**src/rtl/vga_ram_writer.sv**
```systemverilog
// Frame-buffer write-port driver: turns the PPU raster pixel stream into RAM writes
// and provides a bulk clear of the visible buffer to a fixed palette index.
module vga_ram_writer #(
    parameter int                 WIDTH       = 256,
    parameter int                 HEIGHT      = 240,
    parameter int                 ADDR_W      = 16,
    parameter int                 DATA_W      = 6,
    parameter logic [DATA_W-1:0]  CLEAR_COLOR = 'h0F
) (
    input  logic              i_clk,
    input  logic              i_rst,
    input  logic              i_frame_start,
    input  logic              i_pixel_valid,
    input  logic [DATA_W-1:0] i_pixel_data,
    input  logic              i_clear_req,
    output logic [ADDR_W-1:0] o_wr_addr,
    output logic [DATA_W-1:0] o_wr_data,
    output logic              o_wren,
    output logic              o_busy,
    output logic              o_frame_done,
    output logic              o_clear_done,
    output logic              o_overrun
);

    localparam logic [ADDR_W-1:0] LAST_ADDR = ADDR_W'(WIDTH * HEIGHT - 1);
    localparam logic [ADDR_W-1:0] X_LAST    = ADDR_W'(WIDTH - 1);
    localparam logic [ADDR_W-1:0] Y_LAST    = ADDR_W'(HEIGHT - 1);

    typedef enum logic [1:0] {
        IDLE   = 2'd0,
        ACTIVE = 2'd1,
        CLEAR  = 2'd2
    } state_t;

    state_t            r_state,      w_state_nxt;
    logic [ADDR_W-1:0] r_addr,       w_addr_nxt;
    logic [ADDR_W-1:0] r_x,          w_x_nxt;
    logic [ADDR_W-1:0] r_y,          w_y_nxt;
    logic              r_pend_clear, w_pend_clear_nxt;
    logic              r_pend_start, w_pend_start_nxt;
    logic [ADDR_W-1:0] r_wr_addr,    w_wr_addr_nxt;
    logic [DATA_W-1:0] r_wr_data,    w_wr_data_nxt;
    logic              r_wren,       w_wren_nxt;
    logic              r_frame_done, w_frame_done_nxt;
    logic              r_clear_done, w_clear_done_nxt;
    logic              r_overrun,    w_overrun_nxt;
    logic              r_busy;
    logic [ADDR_W-1:0] w_base_addr, w_base_x, w_base_y;

    always_comb begin
        w_state_nxt      = r_state;
        w_addr_nxt       = r_addr;
        w_x_nxt          = r_x;
        w_y_nxt          = r_y;
        w_pend_clear_nxt = r_pend_clear;
        w_pend_start_nxt = r_pend_start;
        w_wr_addr_nxt    = r_wr_addr;
        w_wr_data_nxt    = r_wr_data;
        w_wren_nxt       = 1'b0;
        w_frame_done_nxt = 1'b0;
        w_clear_done_nxt = 1'b0;
        w_overrun_nxt    = r_overrun;
        // A restart in ACTIVE rebases the raster so a same-cycle pixel lands at (0,0)
        w_base_addr      = i_frame_start ? '0 : r_addr;
        w_base_x         = i_frame_start ? '0 : r_x;
        w_base_y         = i_frame_start ? '0 : r_y;

        case (r_state)
            IDLE: begin
                if (i_pixel_valid)
                    w_overrun_nxt = 1'b1;
                if (i_clear_req || r_pend_clear) begin
                    w_state_nxt      = CLEAR;
                    w_addr_nxt       = '0;
                    w_x_nxt          = '0;
                    w_y_nxt          = '0;
                    w_pend_clear_nxt = 1'b0;
                    w_pend_start_nxt = r_pend_start | i_frame_start;
                end else if (i_frame_start || r_pend_start) begin
                    w_state_nxt      = ACTIVE;
                    w_addr_nxt       = '0;
                    w_x_nxt          = '0;
                    w_y_nxt          = '0;
                    w_pend_start_nxt = 1'b0;
                end
            end
            ACTIVE: begin
                if (i_clear_req)
                    w_pend_clear_nxt = 1'b1;
                w_addr_nxt = w_base_addr;
                w_x_nxt    = w_base_x;
                w_y_nxt    = w_base_y;
                if (i_pixel_valid) begin
                    w_wren_nxt    = 1'b1;
                    w_wr_addr_nxt = w_base_addr;
                    w_wr_data_nxt = i_pixel_data;
                    w_addr_nxt    = w_base_addr + 1'b1;
                    if (w_base_x == X_LAST) begin
                        w_x_nxt = '0;
                        w_y_nxt = w_base_y + 1'b1;
                        if (w_base_y == Y_LAST) begin
                            w_frame_done_nxt = 1'b1;
                            w_state_nxt      = IDLE;
                        end
                    end else begin
                        w_x_nxt = w_base_x + 1'b1;
                    end
                end
            end
            CLEAR: begin
                if (i_pixel_valid)
                    w_overrun_nxt = 1'b1;
                if (i_frame_start)
                    w_pend_start_nxt = 1'b1;
                w_wren_nxt    = 1'b1;
                w_wr_addr_nxt = r_addr;
                w_wr_data_nxt = CLEAR_COLOR;
                w_addr_nxt    = r_addr + 1'b1;
                if (r_addr == LAST_ADDR) begin
                    w_clear_done_nxt = 1'b1;
                    w_state_nxt      = IDLE;
                end
            end
            default: w_state_nxt = IDLE;
        endcase
    end

    always_ff @(posedge i_clk or posedge i_rst) begin
        if (i_rst) begin
            r_state      <= IDLE;
            r_addr       <= '0;
            r_x          <= '0;
            r_y          <= '0;
            r_pend_clear <= 1'b0;
            r_pend_start <= 1'b0;
            r_wr_addr    <= '0;
            r_wr_data    <= '0;
            r_wren       <= 1'b0;
            r_frame_done <= 1'b0;
            r_clear_done <= 1'b0;
            r_overrun    <= 1'b0;
            r_busy       <= 1'b0;
        end else begin
            r_state      <= w_state_nxt;
            r_addr       <= w_addr_nxt;
            r_x          <= w_x_nxt;
            r_y          <= w_y_nxt;
            r_pend_clear <= w_pend_clear_nxt;
            r_pend_start <= w_pend_start_nxt;
            r_wr_addr    <= w_wr_addr_nxt;
            r_wr_data    <= w_wr_data_nxt;
            r_wren       <= w_wren_nxt;
            r_frame_done <= w_frame_done_nxt;
            r_clear_done <= w_clear_done_nxt;
            r_overrun    <= w_overrun_nxt;
            r_busy       <= (w_state_nxt != IDLE);
        end
    end

    assign o_wr_addr    = r_wr_addr;
    assign o_wr_data    = r_wr_data;
    assign o_wren       = r_wren;
    assign o_busy       = r_busy;
    assign o_frame_done = r_frame_done;
    assign o_clear_done = r_clear_done;
    assign o_overrun    = r_overrun;

endmodule

```
**config.mk**
```make
export PLATFORM = sky130hd
export DESIGN_NAME = vga_ram_writer
export DESIGN_NICKNAME = d
export VERILOG_FILES = /design/src/rtl/vga_ram_writer.sv
export SDC_FILE = /design/constraint.sdc
export NUM_CORES = 1
export LEC_CHECK = 0
export ABC_AREA = 1
export CORE_ASPECT_RATIO = 1.2
export CORE_MARGIN = 3
export CORE_UTILIZATION = 40
export CTS_CLUSTER_SIZE = 12
export DETAILED_ROUTE_END_ITERATION = 7
export GPL_TIMING_DRIVEN = 0
export PLACE_DENSITY = 0.63
export SYNTH_ARGS = -nofsm -noshare
export SYNTH_HDL_FRONTEND = slang
export SYNTH_SLANG_ARGS = --single-unit
```
**constraint.sdc**
```tcl
create_clock -name i_clk -period 3.8 [get_ports i_clk]
set_input_delay 0.95 -clock i_clk [delete_from_list [all_inputs] [get_ports i_clk]]
set_output_delay 0.95 -clock i_clk [all_outputs]
set_load 0.005 [all_outputs]
```
Yosys cells after proc, flatten, opt, wreduce, memory -nomap -nowiden
Index checks and enable logic that the tools add are counted.
{"block": "word_totals", "ff_bits": 79, "input_bits": 11, "output_inout_bits": 27, "wordCells": 82}
{"block": "op_classes", "addsub": 4, "eq_ne": 10, "muxes": 39, "bitwise_logic": 1, "n_reduce_logical": 15}
{"operator": "$mux 16", "n": 11}
{"operator": "$pmux 16 s2", "n": 3}
{"operator": "$add 16x1->16 const B", "n": 4}
{"operator": "$pmux 16 s3", "n": 1}
{"operator": "$eq 16x8->1 const B", "n": 2}
{"operator": "$eq 16x16->1 const B", "n": 1}
{"operator": "$mux 1", "n": 12}
{"operator": "$mux 2", "n": 6}
{"operator": "$pmux 6 s2", "n": 1}
{"operator": "$ne 2x2->1 const B", "n": 4}
{"operator": "$reduce_and 2->1", "n": 4}
{"operator": "$reduce_bool 2->1", "n": 4}
{"operator": "$mux 6", "n": 1}
{"operator": "$pmux 1 s2", "n": 3}
{"operator": "$pmux 2 s3", "n": 1}
{"operator": "$reduce_and 3->1", "n": 2}
{"operator": "$ne 3x3->1 const B", "n": 1}
{"operator": "$reduce_bool 3->1", "n": 1}
{"operator": "$eq 2x1->1 const B", "n": 1}
{"operator": "$eq 2x2->1 const B", "n": 1}
{"operator": "$logic_not 2->1", "n": 1}
{"operator": "$logic_or 1x1->1", "n": 2}
{"operator": "$reduce_or 2->1", "n": 1}
{"operator": "$or 1x1->1", "n": 1}

Logic depth before layout (Yosys ltp)
Gate-level depths: netlist of run 1.
{"block": "logic_depth", "depth_word": 7, "depth_mapped": 17, "ltp_nobuf": 15}

Worst setup path before layout of run 1
Ideal clock, no wire load.
{"block": "synth_timing", "kind": "input -> register", "start": "input port i_frame_start", "end": "register r_busy, in the netlist o_busy", "setup_ns": 0.121, "arrival_time_ns": 2.735, "setup_slack_ns": 0.944, "cell_stages": 14, "n_path_buf": 3, "path_cell_list": "buf_2 -> buf_2 -> buf_2 -> nor2_1 -> ha_1 -> nand2_1 -> nor3_4 -> nand3_2 -> nor2_8 -> nand2_2 -> nand2_1 -> nand2_1 -> o21ai_1 -> nand2_1"}
{"block": "synth_via", "elab_chain_len": 7}
{"element": "from (decl)", "line_no": "12", "rtl": "input logic i_frame_start,"}
{"element": "$mux 16", "line_no": "66", "rtl": "w_base_y = i_frame_start ? '0 : r_y;"}
{"element": "$eq 16x8->1", "line_no": "101", "rtl": "if (w_base_y == Y_LAST) begin"}
{"element": "$mux 2", "line_no": "101"}
{"element": "$mux 2", "line_no": "98", "rtl": "if (w_base_x == X_LAST) begin"}
{"element": "$mux 2", "line_no": "93", "rtl": "if (i_pixel_valid) begin"}
{"element": "$pmux 2 s3 *", "line_no": "68", "rtl": "case (r_state)"}
{"element": "$reduce_bool 2->1 *", "line_no": "156", "rtl": "r_busy <= (w_state_nxt != IDLE);"}
{"element": "to (signal assigned)", "line_no": "156"}
{"element": "to (decl)", "line_no": "47", "rtl": "logic r_busy;"}
Mark *: on every way between the ends. The rest lies on a longest branch, timed or not.
A chain may end at the register's enable or synchronous reset.

Worst setup path after layout of run 1
Ends and elaborated chain as after synthesis.

==> summary by stage, run 1 <==
Global routing
The met3 routing resource usage after global routing is 0.0384. For this run, global-route usage on met1 was measured as 0.245. The remaining global-route overflow is 0. The first-pass GRT wire length is ~22 mm. The number of antenna violations at the first check in global routing was 1.

For met2 alone, demand over resource in global routing was 0.339. The global routing stage identified its most utilized layer as met2. For this run, the total global-route usage over all layers was measured as 0.197. The maximum number of pins on one net before global-route repair is 52.

The number of global-route vias before repair is between 4000 and 5000.

Worst setup path
The destination of the critical timing path is o_busy. The peak per-stage delay on the critical path is 270 ps. The worst path arrival time is ~3600 ps.

The startpoint identified for the worst register-to-register timing path is r_state[1]. The worst register-to-register path ends at o_wr_addr[15]. Counting cells, the worst reg-to-reg path comes to 9.

The startpoint type of the worst setup path is an input port. The critical path goes through dlymetal6s2s_1, clkbuf_4, buf_2, buf_2, nor2_1, ha_1, nand2_1, nor3_4, nand3_2, nor2_8, nand2_2, nand2_1, nand2_1, o21ai_1, nand2_1. The cell repeated most along the worst path is sky130_fd_sc_hd__nand2_1.

Of all nets on the critical path, the largest fanout is 10. The origin of the worst setup path is i_frame_start. For the worst setup path, the data required time is approximately 4000 ps.

The critical path class is input port to flip-flop. The worst register-to-register path has a setup slack of around 1400 ps. The critical path endpoint category is a flip-flop. On the critical path, the stage with the largest delay is an instance of sky130_fd_sc_hd__clkbuf_4.

STA
Dividing the final minimum period by the clock period gives 0.885. The setup violation total in the final timing report is 0. The worst clock skew on the final layout is 8.27 ps. The relative slew slack is 0.646.

Setup repair after global routing left no endpoint under its margin. The time the final worst path needs with I/O delays and setup is roughly 3400 ps. Based on the critical path, the design can be clocked at up to between 200 and 300 MHz. The transition at the pin with the smallest max-transition slack is ~530 ps.

The worst slack on hold paths is approximately 480 ps. The worst-case setup margin in the final layout is ~440 ps. The max-slew violation total from the final report came to 0.

In the final timing run, aggregate negative setup slack is 0 ps. The number of hold violations in the final report is 0.

Place
OpenSTA, run right after detailed placement, puts the worst setup slack at -266 ps. At the end of routability-driven placement, the weighted congestion stood at between 0.9 and 1. The port buffer count is 36.

The number of placed instances, taps included, is 918. The estimated wirelength of the detail-placed design is around 9.6 mm.

Synth
The share of the synthesized area in compound gates (AO/OA/AOI/OAI) is 0.113. Averaged over all synthesized cells, the footprint is between 7 and 8 um2. The portion of synthesized area spent on multiplexers is 0.

The proportion of synthesized flip-flops having asynchronous set or reset is 1.00. The fraction of the yosys area taken by sequential cells is 0.391. Yosys mapped a number of flops with a built-in enable equal to 0.

The net count after synthesis is between 700 and 800. Of the total synthesized cell area, the portion taken by full adders, half adders and majority gates is 0.0198. The share of the synthesized netlist area taken by xor and xnor gates is 0.0347. The netlist uses 43 different library cells.

The commonest cells after synthesis are sky130_fd_sc_hd__nand2_1, sky130_fd_sc_hd__dfrtp_1, sky130_fd_sc_hd__inv_1. Synthesis inferred 79 register bits. Summing every instance area after synthesis gives 0.00505 mm2.

The most common cell in the synthesized netlist is sky130_fd_sc_hd__nand2_1. Synthesis produced a netlist whose cell count is a little over 700. After synthesis, the largest family of logic cells by area is simple AND/OR/NAND/NOR gates. Of the total synthesized cell area, the portion taken by AND, OR, NAND and NOR gates is 0.357. The share of the synthesized area in the top cell type is 0.391. For this run, the leading register cell type out of synthesis is sky130_fd_sc_hd__dfrtp_1.

The cell type contributing the most total cell area after synthesis is sky130_fd_sc_hd__dfrtp_1. The Yosys step of the flow raised 0 warnings. Sorting the synthesized cells by area gives the leading types as sky130_fd_sc_hd__dfrtp_1, sky130_fd_sc_hd__nand2_1, sky130_fd_sc_hd__inv_1.

Cells and area
The number of antenna repair diodes is 0. Relative to the synthesized area, the layout overhead comes to 19.6%. The final standard cell count with taps included and fillers excluded is just over 900.

The total number of nets in the final design is between 700 and 800. Of the cells placed in the final design, the portion with a size suffix greater than 1 is 0.0828.

Clocking
The clock tree synthesis step divided the H-tree into 3 levels. The latest clock arrival within the worst-skew pair is about 340 ps. Clock tree synthesis inserted a total of 9 buffers. The clock input transition at the sequential cells of the worst setup and hold paths is roughly 60 ps. For this design, the sink count on the clock tree is between 70 and 80. TritonCTS built the clock tree.

The number of buffers added to fix hold violations after cts is 0. The tree is rooted in a sky130_fd_sc_hd__clkbuf_16. The clock passes through at most 2 buffers.

Worst hold path
The startpoint identified for the worst hold timing path is o_overrun. The tightest min-delay check is of the flip-flop to flip-flop type.

Die
The floorplan step defined a die boundary enclosing roughly 0.014 mm2. For this design the top-level I/O count stands at 38. The chip width is around 110 um.

The y dimension of the die is approximately 130 um. The area of the core is 0.0122 mm2. The site row count is 44. The initial utilization of the core area, before any placement, comes to 0.413.

Run status
The run finished with clean final reports.

Drt
The detailed-routing iteration count for the pre-antenna-repair pass is 5. The number of antenna-violating nets in the routed design is 0. The final wirelength is 13.1 mm. The routed wirelength normalized by instance count is between 10 and 15 um.

Dividing the detail-routed via count by the number of cells gives between 5 and 6. The count of vias placed by the detailed router is roughly 4800. The DRC violation count after routing is 0. The number of design-rule violations left by the first detailed-router iteration is roughly 300.

Power and ir drop
The cell leakage power is approximately 2.8 nW. In this run the power density over the cells is around 360 mW/mm2. VDD sags by at most 0.164 mV.

Job
The max-cap check violation count is 0.
-- report_power, final --
group | internal (mW) | switching (mW)
registers | 0.858 | 0.0130
clock network | 0.779 | 0.367
logic | 0.0529 | 0.0800
total | 1.69 | 0.460
-- flip-flops by register name, summed over array words and instances (netlist names) --
name	flops
o_busy	1
o_clear_done	1
o_frame_done	1
o_overrun	1
o_wr_addr	16
o_wr_data	6
o_wren	1
r_addr	16
r_pend_clear	1
r_pend_start	1
r_state	2
r_x	16
r_y	16
-- worst max-delay path: cells and delay by family --
kind | cells | cell delay (ps)
adder cells (fa/ha/maj) | 1 | 190
AND/OR/NAND/NOR | 9 | 1280
AO/OA/AOI/OAI | 1 | 190
buffers and inverters | 4 | 950
-- cell usage in the layout (no fill, tap or decap), types with 2 or more instances in the layout --
master                              n
sky130_fd_sc_hd__o21bai_1           3
sky130_fd_sc_hd__bufinv_16          5
sky130_fd_sc_hd__inv_2              5
sky130_fd_sc_hd__nand3_1           53
sky130_fd_sc_hd__nand2_4            2
sky130_fd_sc_hd__o21ai_0           40
sky130_fd_sc_hd__dfrtp_1           79
sky130_fd_sc_hd__o22ai_1           14
sky130_fd_sc_hd__buf_4              3
sky130_fd_sc_hd__a22oi_1            2
sky130_fd_sc_hd__nand2_1          225
sky130_fd_sc_hd__xor2_1            14
sky130_fd_sc_hd__a21oi_1           12
sky130_fd_sc_hd__nand2_2            8
sky130_fd_sc_hd__clkbuf_1           7
sky130_fd_sc_hd__nor2_4             2
sky130_fd_sc_hd__nor3_1            11
sky130_fd_sc_hd__clkdlybuf4s50_1   35
sky130_fd_sc_hd__clkbuf_16          9
sky130_fd_sc_hd__ha_1               8
sky130_fd_sc_hd__xnor2_1            6
sky130_fd_sc_hd__buf_2              7
sky130_fd_sc_hd__nor4_1             2
sky130_fd_sc_hd__o211ai_1           3
sky130_fd_sc_hd__a22o_1             2
sky130_fd_sc_hd__nor2_2             9
sky130_fd_sc_hd__inv_1             77
sky130_fd_sc_hd__nor3_2             2
sky130_fd_sc_hd__nand3_2            2
sky130_fd_sc_hd__buf_1              3
sky130_fd_sc_hd__nand4_1           15
sky130_fd_sc_hd__o21ai_1           13
sky130_fd_sc_hd__nor2_8             2
sky130_fd_sc_hd__o22a_1             4
sky130_fd_sc_hd__nor2_1            72
-- cell families after synthesis --
logic type,count (synthesis)
AND/OR/NAND/NOR,408
buffers and inverters,106
AO/OA/AOI/OAI,99
flip-flops,79
XOR/XNOR,20
adder cells (fa/ha/maj),8
-- worst min-delay path by stage --
stage                    endpoint  slack, ps  depth (start not counted)
floorplan                 r_y[13]        450                          2
global placement        o_overrun        460                          1
detailed placement  o_wr_addr[10]        470                          2
CTS                     o_overrun        480                          1
global route              r_y[15]        500                          2
finish                  o_overrun        480                          1
-- routing by layer --
metal	wire (um)	up-vias
met5	7	-
met4	294	2
met3	653	29
met2	6420	134
met1	5760	2241
li1	-	2419
-- stage by stage --
step                      utilization  cell area, um2  power (mW)
after floorplan                     -            5050       0.961
after global placement          0.459            5620        1.01
after detailed placement        0.462            5650        1.02
after CTS                       0.494            6040        2.17
after global routing            0.494            6040        2.22
final                           0.494            6040        2.15
-- area by class of cell --
class	count	area, um2
plain buffers	22	114
clock buffers	9	225
clock inverters	7	168
fillers	1247	6180
inverters	84	318
multi-input cells	535	2650
flip-flops and latches	79	1980
well taps	161	201
repair buffers	37	390
-- what timing repair did --
action / CTS / global route
endpoints found under the setup margin: 0 / 4
buffers inserted: 0 / 0
endpoints found under the hold margin: 0 / 0
resized for setup: 0 / 2
Power figures use the tool's default switching activity.
==> run 2: changes to the inputs <==
GPL_TIMING_DRIVEN = 1   (was 0)
==> summary by stage, run 2 (same netlist as run 1, synthesis figures left out) <==
Global routing
The maximum number of pins on one net before global-route repair is 45 (-13%). The overall track demand over capacity in global routing is 0.190 (-0.00631). The number of antenna violations at the first check in global routing is 0 (-1). The remaining global-route overflow is 0 (unchanged). The number of global-route vias before repair is 4672 (-0.28%).

The first-pass GRT wire length is 21.6 mm (-1.8%).

Cells and area
The number of antenna repair diodes is 0 (unchanged). The share of the core filled with cells in the final layout is 0.480 (-0.0140). The area used by sequential logic in the layout was 0.00198 mm2 (unchanged). Relative to the synthesized area, the layout overhead comes to 16.2%. In the layout the commonest cells are sky130_fd_sc_hd__nand2_1, sky130_fd_sc_hd__dfrtp_1, sky130_fd_sc_hd__inv_1. The share of post-route cells with drive strength above 1 is 0.0776 (-0.00516). The total number of nets in the final design is 774 (-1.7%).

The most common library cell in the layout ignoring fill and taps is sky130_fd_sc_hd__nand2_1. The combined area of the multi-input logic cells was 0.00265 mm2 (unchanged). The number of fill cells is 1209 (-3.0%).

Clocking
The latest clock arrival within the worst-skew pair is 340 ps (about the same). The clock input transition at the sequential cells of the worst setup and hold paths is 60 ps (about the same). The root buffer cell chosen for the clock tree is sky130_fd_sc_hd__clkbuf_16. The number of H-tree levels is 3 (unchanged). The total clock sinks is 79 (unchanged). The number of buffers added to fix hold violations after cts is 0 (unchanged). The worst-case clock buffer depth is 2 (unchanged). The quantity of gates resized following cts is 0 (unchanged). The number of buffers created by CTS is 9 (unchanged). The number of setup buffers added after CTS is 0 (unchanged). TritonCTS built the clock tree.

STA
The number of hold violations in the final report is 0 (unchanged). Setup repair after global routing left no endpoint under its margin. The time the final worst path needs with I/O delays and setup is 3180 ps (-181 ps). The fmax was 314 MHz (+5.7%).

The worst clock skew on the final layout is 8.94 ps (+0.663 ps). The relative slew slack is 0.476 (-0.170). The setup violation total in the final timing report came to 0 (unchanged).

The final setup TNS is 0 ps (unchanged). The ratio of final minimum period to clock period was 0.838 (-0.0476). The max-slew violation total from the final report came to 0 (unchanged). The transition at the pin with the smallest max-transition slack is 786 ps (+255 ps).

Die
The chip width was 109 um (unchanged). The initial cell density of the core came to 0.413 (unchanged). The number of top-level pins is 38 (unchanged). The area of the core came to 0.0122 mm2 (unchanged).

The site row count came to 44 (unchanged). The full die area came to 0.0140 mm2 (unchanged). The y dimension of the die is 129 um (unchanged).

Drt
The number of design-rule violations left by the first detailed-router iteration is 253 (-15%). The detailed-routing iteration count for the pre-antenna-repair pass is 4 (-1). The final wirelength is 12.6 mm (-4.4%). The DRC violation count after routing is 0 (unchanged). The number of antenna-violating nets in the routed design is 0 (unchanged).

The count of vias placed by the detailed router is 4827 (+0.041%). The detailed-route vias per instance was 5.24 (+1.5%). The routed wirelength normalized by instance count is 13.6 um (-3.1%).

Job
The max-cap check violation count came to 0 (unchanged).

Worst setup path
The maximum fanout encountered on the critical timing path is 19 (+9). The startpoint type of the worst setup path is an input port. The endpoint required time on the critical path came to 4020 ps (about the same). The family with the most delay on the worst path is buffers and inverters. The number of buffer and inverter instances along the worst setup path is 3 (-1). The peak per-stage delay on the critical path came to 700 ps (+430 ps).

The critical path in this run is classified as input port to flip-flop. Traced cell by cell, the critical path runs through clkdlybuf4s50_1, inv_2, buf_4, nand2_2, nor3_4, nand3_2, nor2_8, nand2_2, nand2_1, nand2_1, o21ai_1, nand2_1. STA classifies the critical path endpoint as a flip-flop. The cell repeated most along the worst path is sky130_fd_sc_hd__nand2_1. The cell with the largest stage delay on the worst path is sky130_fd_sc_hd__clkdlybuf4s50_1. The worst path arrival time is 3400 ps (-190 ps).

Run status
The run finished with clean final reports.

Place
The estimated wirelength of the detail-placed design is 9.11 mm (-5.0%). The final weighted congestion of routability-driven global placement is 0.909 (-0.15%). The port buffer count is 37 (+2.8%).

Worst hold path
The tightest min-delay check is of the flip-flop to flip-flop type.

Power and ir drop
The worst-case vdd ir drop is 0.201 mV (+23%). The cell leakage power came to 2.71 nW (-3.3%). The cell area power density is 308 mW/mm2 (-13%).
==> run 2: cell count changes in the layout (fill, tap and decap cells not counted), sizes merged <==
| cell | previous run | this run |
|---|---|---|
| clkdlybuf4s50 | 35 | 37 |
| clkinvlp | 0 | 2 |
| dlymetal6s2s | 1 | 0 |
| clkinv | 2 | 5 |
| inv | 84 | 82 |
| clkbuf | 17 | 11 |
| bufinv | 5 | 0 |
| buf | 15 | 9 |
==> run 2: final timing paths <==
kind                                from             to  slack, ps  cells after the start
setup / recovery           i_frame_start         o_busy        620                     12
hold / removal             o_wr_addr[10]  o_wr_addr[10]        480                      2
setup reg to reg              r_state[1]   o_wr_data[5]       1260                      6
hold reg to reg            o_wr_addr[10]  o_wr_addr[10]        480                      2
max in group asynchronous          i_rst         r_y[5]       2160                      3
min in group asynchronous          i_rst   o_wr_addr[2]       1000                      2
==> run 2: report_power, final <==
part	switching (mW)	total [mW]	internal, mW
combinational	0.0755	0.127	0.0517
clock	0.352	0.811	0.459
sequential	0.0126	0.870	0.858
total	0.440	1.81	1.37
==> run 2: worst min-delay path, delay by kind of cell, from the launching register on <==
kind | cells | cell delay, ps
and+or+nand+nor | 2 | 100
DFF | 1 | 340
==> run 2: through the flow <==
stage	power, mW	cell area (um2)	hold WS, ps	setup slack (ps)	instances
final	1.81	5870	475	617	921
after global routing	1.89	5870	492	359	921
after CTS	1.83	5870	481	603	921
after detailed placement	1.01	5600	464	259	905
after global placement	1.01	5600	463	370	905
after floorplan	0.961	5050	449	827	720
==> run 2: metal layers <==
| layer | routed length (um) | global-route usage |
|---|---|---|
| met5 | 0 | 0 |
| met4 | 398 | 0.0899 |
| met1 | 5560 | 0.238 |
| met3 | 593 | 0.0299 |
| met2 | 6000 | 0.322 |
==> run 2: cell type report <==
type | count | share of cell area
clock buffer | 11 | 0.0413
clock inverter | 5 | 0.00575
inverter | 84 | 0.0539
multi-input combinational | 535 | 0.451
sequential | 79 | 0.337
tap | 161 | 0.0343
timing repair buffer | 46 | 0.0767
